===== src/rtl/mdu_divider.sv =====
// Iterative radix-2 restoring divider for DIV/DIVU; returns {remainder, quotient}.
// Optional macro MDU_DIV_ZERO_FAST_EN adds a single-cycle divide-by-zero path.
module mdu_divider #(
    parameter int unsigned WIDTH = 32,
    parameter int unsigned CNT_W = $clog2(WIDTH + 1)
) (
    input  logic                 clk,
    input  logic                 rst,
    input  logic                 start_i,
    input  logic                 annul_i,
    input  logic                 signed_div_i,
    input  logic [WIDTH-1:0]     opdata1_i,
    input  logic [WIDTH-1:0]     opdata2_i,
    output logic [2*WIDTH-1:0]   result_o,
    output logic                 ready_o,
    output logic                 div_by_zero_o,
    output logic                 busy_o
);

    typedef enum logic [1:0] {
        S_IDLE    = 2'd0,
        S_ON      = 2'd1,
`ifdef MDU_DIV_ZERO_FAST_EN
        S_DIVZERO = 2'd3,
`endif
        S_END     = 2'd2
    } state_t;

    state_t             state;
    logic [CNT_W-1:0]   cnt;
    logic [WIDTH-1:0]   dvd_q;   // dividend magnitude, shifted out as quotient bits shift in
    logic [WIDTH-1:0]   dvs;
    logic [WIDTH-1:0]   rem;
    logic               neg_q;
    logic               neg_r;
    logic               dz;

    logic [WIDTH:0]     r_sh;
    logic               ge;
    logic [WIDTH-1:0]   r_nxt;
    logic [WIDTH-1:0]   q_nxt;

    function automatic logic [WIDTH-1:0] neg(input logic [WIDTH-1:0] x);
        return ~x + WIDTH'(1);
    endfunction

    function automatic logic [WIDTH-1:0] mag(input logic [WIDTH-1:0] x, input logic sgn);
        return (sgn && x[WIDTH-1]) ? neg(x) : x;
    endfunction

    function automatic logic [2*WIDTH-1:0] fix(input logic [WIDTH-1:0] q,
                                               input logic [WIDTH-1:0] r,
                                               input logic nq, input logic nr);
        return {(nr ? neg(r) : r), (nq ? neg(q) : q)};
    endfunction

    // r < divisor always holds, so the W-bit wrapped difference is exact when ge is set
    always_comb begin
        r_sh  = {rem, dvd_q[WIDTH-1]};
        ge    = (r_sh >= {1'b0, dvs});
        r_nxt = ge ? (r_sh[WIDTH-1:0] - dvs) : r_sh[WIDTH-1:0];
        q_nxt = {dvd_q[WIDTH-2:0], ge};
    end

    always_ff @(posedge clk) begin
        if (!rst) begin
            state         <= S_IDLE;
            cnt           <= '0;
            dvd_q         <= '0;
            dvs           <= '0;
            rem           <= '0;
            neg_q         <= 1'b0;
            neg_r         <= 1'b0;
            dz            <= 1'b0;
            result_o      <= '0;
            ready_o       <= 1'b0;
            div_by_zero_o <= 1'b0;
            busy_o        <= 1'b0;
        end else if (state != S_IDLE && (annul_i || (state == S_END && !start_i))) begin
            state         <= S_IDLE;
            result_o      <= '0;
            ready_o       <= 1'b0;
            div_by_zero_o <= 1'b0;
            busy_o        <= 1'b0;
        end else begin
            case (state)
                S_IDLE: begin
                    if (start_i && !annul_i) begin
                        dvd_q  <= mag(opdata1_i, signed_div_i);
                        dvs    <= mag(opdata2_i, signed_div_i);
                        neg_q  <= signed_div_i && (opdata1_i[WIDTH-1] ^ opdata2_i[WIDTH-1]);
                        neg_r  <= signed_div_i && opdata1_i[WIDTH-1];
                        dz     <= (opdata2_i == '0);
                        rem    <= '0;
                        cnt    <= '0;
                        busy_o <= 1'b1;
`ifdef MDU_DIV_ZERO_FAST_EN
                        state  <= (opdata2_i == '0) ? S_DIVZERO : S_ON;
`else
                        state  <= S_ON;
`endif
                    end
                end
                S_ON: begin
                    rem   <= r_nxt;
                    dvd_q <= q_nxt;
                    cnt   <= cnt + CNT_W'(1);
                    if (cnt == CNT_W'(WIDTH - 1)) begin
                        result_o      <= fix(q_nxt, r_nxt, neg_q, neg_r);
                        ready_o       <= 1'b1;
                        div_by_zero_o <= dz;
                        state         <= S_END;
                    end
                end
`ifdef MDU_DIV_ZERO_FAST_EN
                S_DIVZERO: begin
                    // Same values the restoring loop produces for a zero divisor
                    result_o      <= fix('1, dvd_q, neg_q, neg_r);
                    ready_o       <= 1'b1;
                    div_by_zero_o <= 1'b1;
                    state         <= S_END;
                end
`endif
                S_END: begin
                    state <= S_END;
                end
                default: begin
                    state  <= S_IDLE;
                    busy_o <= 1'b0;
                end
            endcase
        end
    end

endmodule


===== config.mk =====
export PLATFORM = sky130hd
export DESIGN_NAME = mdu_divider
export DESIGN_NICKNAME = d
export VERILOG_FILES = /design/src/rtl/mdu_divider.sv
export SDC_FILE = /design/constraint.sdc
export NUM_CORES = 1
export LEC_CHECK = 0
export ABC_AREA = 1
export CAP_MARGIN = 20
export CORE_ASPECT_RATIO = 0.6
export CORE_MARGIN = 3
export CORE_UTILIZATION = 58
export CTS_BUF_LIST = sky130_fd_sc_hd__clkbuf_4 sky130_fd_sc_hd__clkbuf_8
export DETAILED_ROUTE_END_ITERATION = 16
export PLACE_DENSITY = 0.92
export SLEW_MARGIN = 10
export SYNTH_ARGS = -nofsm -noshare
export SYNTH_HDL_FRONTEND = slang
export SYNTH_SLANG_ARGS = --single-unit

===== constraint.sdc =====
create_clock -name clk -period 8.05 [get_ports clk]
set_input_delay 1.61 -clock clk [delete_from_list [all_inputs] [get_ports clk]]
set_output_delay 1.61 -clock clk [all_outputs]
set_load 0.01 [all_outputs]

==> results of run 1 <==
-- cell usage in the layout (no fill, tap or decap), types with 4 or more instances in the layout --
cell type        count
a21oi_1            168
buf_4               10
nand4_1             22
inv_2                6
nand2_1            554
nand3_2              4
o21ai_0            129
o211ai_1            18
nand3_1            108
o31ai_1              7
nor3_1              28
dfxtp_1            174
inv_1              296
nor2_1             195
clkdlybuf4s50_1    135
a31oi_1             12
nand3b_1             5
ha_1                40
o21bai_1             6
clkinv_4             4
xor2_1              54
nand2_2             28
xnor2_1             27
o221ai_1            24
nor2_2              15
nor4_1               8
o21a_1              15
nor2_4               4
nand2_4              4
o21ai_1              7
clkbuf_8            18
-- power by group --
| group | switching [W] | internal, W |
|---|---|---|
| Clock | 0.000366 | 0.000322 |
| Sequential | 0.0000604 | 0.000911 |
| Combinational | 0.000886 | 0.000370 |
-- stage by stage --
stage | power [W] | util [%] | setup WS (ns)
after CTS | 0.00284 | 68.7 | 3.31
after global routing | 0.00306 | 68.7 | 2.64
final | 0.00292 | 68.7 | 3.09
after global placement | 0.00215 | 66.6 | 3.27
after detailed placement | 0.00217 | 66.6 | 3.21
after floorplan | 0.00181 | - | 4.59
-- per-layer routing --
| layer | vias up | share of wire [%] | track usage [%] |
|---|---|---|---|
| li1 | 6835 | - | - |
| met1 | 6363 | 45 | 57.7 |
| met2 | 986 | 38 | 47.2 |
| met3 | 61 | 16 | 12.2 |
| met4 | 2 | 1.1 | 4.89 |
| met5 | - | 0.23 | 3.49 |
-- worst register-to-register path: cells and delay by family, from the launching register on --
family,cells,cell delay (ns)
AO/OA/AOI/OAI,2,0.35
AND/OR/NAND/NOR,19,2.81
buffers and inverters,4,0.58
adder cells (fa/ha/maj),2,0.62
XOR/XNOR,1,0.15
flip-flops,1,0.36
-- cells in the mapped netlist (all sizes together), types with 3 or more instances --
library cell  count
nor4              8
o21a             15
a21oi           171
a31oi            12
xnor2            27
nor2            215
o211ai           18
nand3b            5
o21ai           137
nand2           587
dfxtp           174
xor2             54
ha               40
buf              15
or2               6
and2              3
inv             302
o31ai             7
nand4            22
nand3           113
o221ai           24
o21bai            7
clkbuf           65
nor3             30
-- cell families after synthesis --
| group | synth area share [%] |
|---|---|
| flops | 27.3 |
| xor+xnor | 5.56 |
| compound gates | 17.7 |
| simple gates | 33.6 |
| fa+ha+maj | 4.08 |
| buf+inv | 11.8 |
-- worst max-delay path by stage --
stage,from,end,slack [ns]
5_1_grt,dvs[19],result_o[30],2.64
3_3_place_gp,start_i,dvd_q[1],3.27
2_1_floorplan,dvs[19],result_o[30],4.59
6_report,dvs[19],result_o[30],3.09
4_1_cts,dvs[19],result_o[30],3.31
3_5_place_dp,start_i,dvd_q[1],3.21
-- registers in the layout, summed over array words and instances (netlist names) --
name	count
cnt	6
neg_q	1
ready_o	1
rem	32
busy_o	1
result_o	64
dvd_q	32
neg_r	1
state	2
dz	1
div_by_zero_o	1
dvs	32
-- area by class of cell --
class	instances	area (µm²)	area share, %
clock buffer	18	248	1.70
inverter	302	1130	7.76
clock inverter	14	183	1.25
sequential	174	3480	23.8
tap	279	349	2.39
multi-input combinational	1516	7790	53.3
timing repair buffer	145	1430	9.76
==> results.sh, run 1 <==
export IMPL_worstMarginPinSlew_ns=1.06
export IMPL_setup_tns_ns=0
export IMPL_antennaDiodeCount=0
export IMPL_cp_start_kind="flip-flop"
export IMPL_grt_start_max_net_pins=89
export IMPL_firstDrtPassIters=8
export IMPL_clockBufferDepth=2
export IMPL_ys_types=55
export IMPL_finalNetCount=2266
export IMPL_cts_buffers=17
export IMPL_timing_hold_ws_ns=0.479
export IMPL_die_y_um=121
export IMPL_drv_cap=0
export IMPL_place_inst=2416
export IMPL_start_util_pct=59.9
export IMPL_drc=0
export IMPL_period_share_pct=61.6
export IMPL_drt_antenna_violating_nets=0
export IMPL_crit_top_cell="nand2_1"
export IMPL_grt_pass1_wl_um=68000
export IMPL_numClockSinks=174
export IMPL_finalNonFillerCells=2448
export IMPL_mappedNetlistArea_um2=12800
export IMPL_async_reset_ff_share_pct=0
export IMPL_drtIter0Drc=2106
export IMPL_grt_use_total_pct=36.4
export IMPL_crit_path_end_kind="flip-flop"
export IMPL_avgSynthCellArea_um2=6.15
export IMPL_reg2reg_setup_slack_ns=3.09
export IMPL_wire_per_inst_um=18.0
export IMPL_ios=136
export IMPL_hold_class="flip-flop to flip-flop"
export IMPL_yosys_area_top_type="dfxtp_1"
export IMPL_drt_vias_per_instance=5.82
export IMPL_synth_edf_count=0
export IMPL_grt_ovfl_total=0
export IMPL_crit_family="simple AND/OR/NAND/NOR gates"
export IMPL_dr_total_vias=14200
export IMPL_port_buffers=135
export IMPL_synth_flop_cell="dfxtp_1"
export IMPL_rows=41
export IMPL_clk_latency_ns=0.48
export IMPL_path_max_fanout=45
export IMPL_synth_seq_cells=174
export IMPL_yosysWarnings=0
export IMPL_clock_fmax_ghz=0.202
export IMPL_post_cts_resized=0
export IMPL_dp_hpwl_um=34300
export IMPL_path_clk_slew_ns=0.10
export IMPL_holdBufCountCts=0
export IMPL_grt_pass1_vias=12400
export IMPL_yosysTopAreaCellShare_pct=27.3
export IMPL_root_buffer="clkbuf_8"
export IMPL_maxSlewViolCount=0
export IMPL_hp_start="ready_o"
export IMPL_critPathKind="flip-flop to flip-flop"
export IMPL_reg2reg_depth=28
export IMPL_critPathMaxStageDelay_ns=0.45
export IMPL_cts_tree="done"
export IMPL_gp_congestion=1.07
export IMPL_dpl_instance_area_um2=14200
export IMPL_cp_depth=28
export IMPL_holdPathEnd="ready_o"
export IMPL_fillers=1842
export IMPL_peakVddDrop_mv=0.132
export IMPL_synthCells=2072
export IMPL_slowest_stage="nor3_1"
export IMPL_pwr_density_cell_nw_per_um2=199
export IMPL_seq_area_frac_synth_pct=27.3
export IMPL_crit_required_ns=8.44
export IMPL_finalSetupViolCount=0
export IMPL_hold_depth=1
export IMPL_fin_skew_ns=0.0185
export IMPL_post_cts_setup_buffers=0
export IMPL_status="finished, final reports clean"
export IMPL_cp_arrival_ns=5.34
export IMPL_h_tree_depth=4
export IMPL_finalCriticalPeriod_ns=4.96
export IMPL_hold_viol_final=0
export IMPL_synth_area_top_cells="dfxtp_1, nand2_1, inv_1"
export IMPL_die_area_um2=23900
export IMPL_area_delta_synth_final_pct=14.6
export IMPL_crit_buf_inv=4
export IMPL_core_area_um2=21300
export IMPL_die_w_um=197
export IMPL_wl_um=44200
export IMPL_slew_headroom_pct=29.1
export IMPL_regToRegStartpoint="dvs[19]"
export IMPL_syn_num_nets=2182
export IMPL_layout_drive_gt1_share_pct=5.35
export IMPL_stdcell_area_um2=14600
export IMPL_antenna_found_initial=0
export IMPL_reg2reg_to="result_o[30]"
export IMPL_p_leak_nw=7.02
export IMPL_rsz0062_at_grt="false"
(Power assumes the default switching activity.)
==> inputs of run 2 (changes only) <==
- CORE_UTILIZATION: 58 -> 54
- PLACE_DENSITY: 0.92 -> 0.9
- clock period: 8.05 -> 4.3 ns (I/O delays scaled with it)
==> run 2 against run 1 <==
Total power grew 90%. Via count increased by 0.42%. Critical path type unchanged. Sequential share of layout area fell by 0.24 points. Largest cell class unchanged. Sequential power up 88%. Combinational power is 92% higher. Highest routed layer is now met4. Register-to-register slack worse by 2.7 ns.
==> results.sh, run 2 (synthesized netlist as in run 1, its figures left out) <==
export IMPL_firstDrtPassIters=6
export IMPL_peakVddDrop_mv=0.252
export IMPL_port_buffers=135
export IMPL_crit_path_end_kind="flip-flop"
export IMPL_drtIter0Drc=2247
export IMPL_stdcell_area_um2=14800
export IMPL_layout_commonest_cell="nand2_1"
export IMPL_hold_class="flip-flop to flip-flop"
export IMPL_grt_use_total_pct=36.7
export IMPL_dp_hpwl_um=37400
export IMPL_timing_hold_ws_ns=0.489
export IMPL_drv_cap=0
export IMPL_wl_um=47700
export IMPL_path_clk_slew_ns=0.10
export IMPL_period_share_pct=90.1
export IMPL_finalSetupViolCount=0
export IMPL_die_area_um2=25600
export IMPL_clockBufferDepth=2
export IMPL_drc=0
export IMPL_crit_required_ns=4.68
export IMPL_slew_headroom_pct=33.1
export IMPL_drt_vias_per_instance=5.75
export IMPL_hold_viol_final=0
export IMPL_pwr_density_cell_nw_per_um2=375
export IMPL_finalCriticalPeriod_ns=3.87
export IMPL_cp_arrival_ns=4.25
export IMPL_grt_pass1_wl_um=73400
export IMPL_worstMarginPinSlew_ns=1.00
export IMPL_setup_tns_ns=0
export IMPL_layout_drive_gt1_share_pct=5.87
export IMPL_critPathKind="flip-flop to flip-flop"
export IMPL_antenna_found_initial=1
export IMPL_rsz0062_at_grt="false"
export IMPL_largest_reg_flops=64
export IMPL_top_register="result_o"
export IMPL_drt_antenna_violating_nets=0
export IMPL_clock_fmax_ghz=0.258
export IMPL_finalNetCount=2277
export IMPL_area_delta_synth_final_pct=15.8
export IMPL_holdBufCountCts=0
export IMPL_wire_per_inst_um=19.2
export IMPL_dpl_instance_area_um2=14300
export IMPL_die_y_um=125
export IMPL_clk_latency_ns=0.48
export IMPL_h_tree_depth=4
export IMPL_rows=42
export IMPL_grt_ovfl_total=0
export IMPL_cts_buffers=17
export IMPL_antennaDiodeCount=0
export IMPL_path_max_fanout=10
export IMPL_numClockSinks=174
export IMPL_cp_start_kind="flip-flop"
export IMPL_finalNonFillerCells=2487
export IMPL_die_w_um=204
export IMPL_most_common_layout_cells="nand2_1, inv_1, nor2_1, dfxtp_1, a21oi_1"
export IMPL_dr_total_vias=14300
export IMPL_fillers=2094
export IMPL_p_leak_nw=7.06
export IMPL_fin_skew_ns=0.0115
export IMPL_root_buffer="clkbuf_8"
export IMPL_grt_start_max_net_pins=119
export IMPL_core_area_um2=22600
export IMPL_place_inst=2453
export IMPL_start_util_pct=56.4
export IMPL_status="finished, final reports clean"
export IMPL_grt_pass1_vias=13000
export IMPL_cts_tree="done"
export IMPL_gp_congestion=1.03
export IMPL_ios=136
export IMPL_maxSlewViolCount=0
run 2: critical path: stages (launching register included):
cell,delay (ns)
dfxtp_1,0.35
inv_1,0.05
ha_1,0.35
nand2_1,0.15
inv_1,0.07
a21oi_2,0.19
nand2_1,0.11
nand2_1,0.08
nand3_2,0.15
nor2_8,0.22
nand2_8,0.11
inv_2,0.07
ha_1,0.16
nand2_1,0.10
nor3_2,0.17
nand2_1,0.11
nor3_2,0.20
nand4_1,0.14
nor2_1,0.12
nand2_1,0.08
nand2_1,0.09
nand2_1,0.09
a21oi_1,0.19
nand2_1,0.10
xor2_1,0.15
o21bai_1,0.13
inv_1,0.05
run 2: metal layers:
metal | vias to the layer above | wire [µm] | GRT usage (%)
met5 | - | 0 | 0
met3 | 72 | 7480 | 15.1
met4 | 0 | 678 | 6.83
met1 | 6524 | 22300 | 57.7
met2 | 855 | 17200 | 45.6
li1 | 6856 | - | -
run 2: power by group:
group | internal (W) | switching [W]
logic | 0.000714 | 0.00171
registers | 0.00170 | 0.000120
clock network | 0.000641 | 0.000644
run 2: timing repair:
action / 4_1_cts / 5_1_grt
endpoints found under the setup margin: 0 / 6
buffers inserted: 0 / 2
gates resized for setup: 0 / 3
run 2: worst paths after layout:
check,start,end,slack [ns],cells after the start
setup / recovery,dvs[23],result_o[30],0.43,26
hold / removal,dvd_q[30],dvd_q[30],0.49,2
setup reg to reg,dvs[23],result_o[30],0.43,26
hold reg to reg,dvd_q[30],dvd_q[30],0.49,2
run 2: final cells by class:
type	count	area, µm²	share of cell area (%)
Sequential cell	174	3480	23.6
Multi-Input combinational cell	1517	7820	53.0
Timing Repair Buffer	155	1510	10.3
Clock buffer	23	298	2.02
Clock inverter	8	130	0.881
Tap cell	308	385	2.61
Inverter	302	1130	7.68
run 2: metrics by stage:
stage | total power (W) | worst slack [ns] | utilization (%)
floorplan | 0.00339 | 0.839 | -
global placement | 0.00410 | 0.469 | 63.3
detailed placement | 0.00413 | 0.261 | 63.3
CTS | 0.00538 | 0.209 | 65.1
global route | 0.00580 | 0.0500 | 65.3
finish | 0.00553 | 0.426 | 65.3
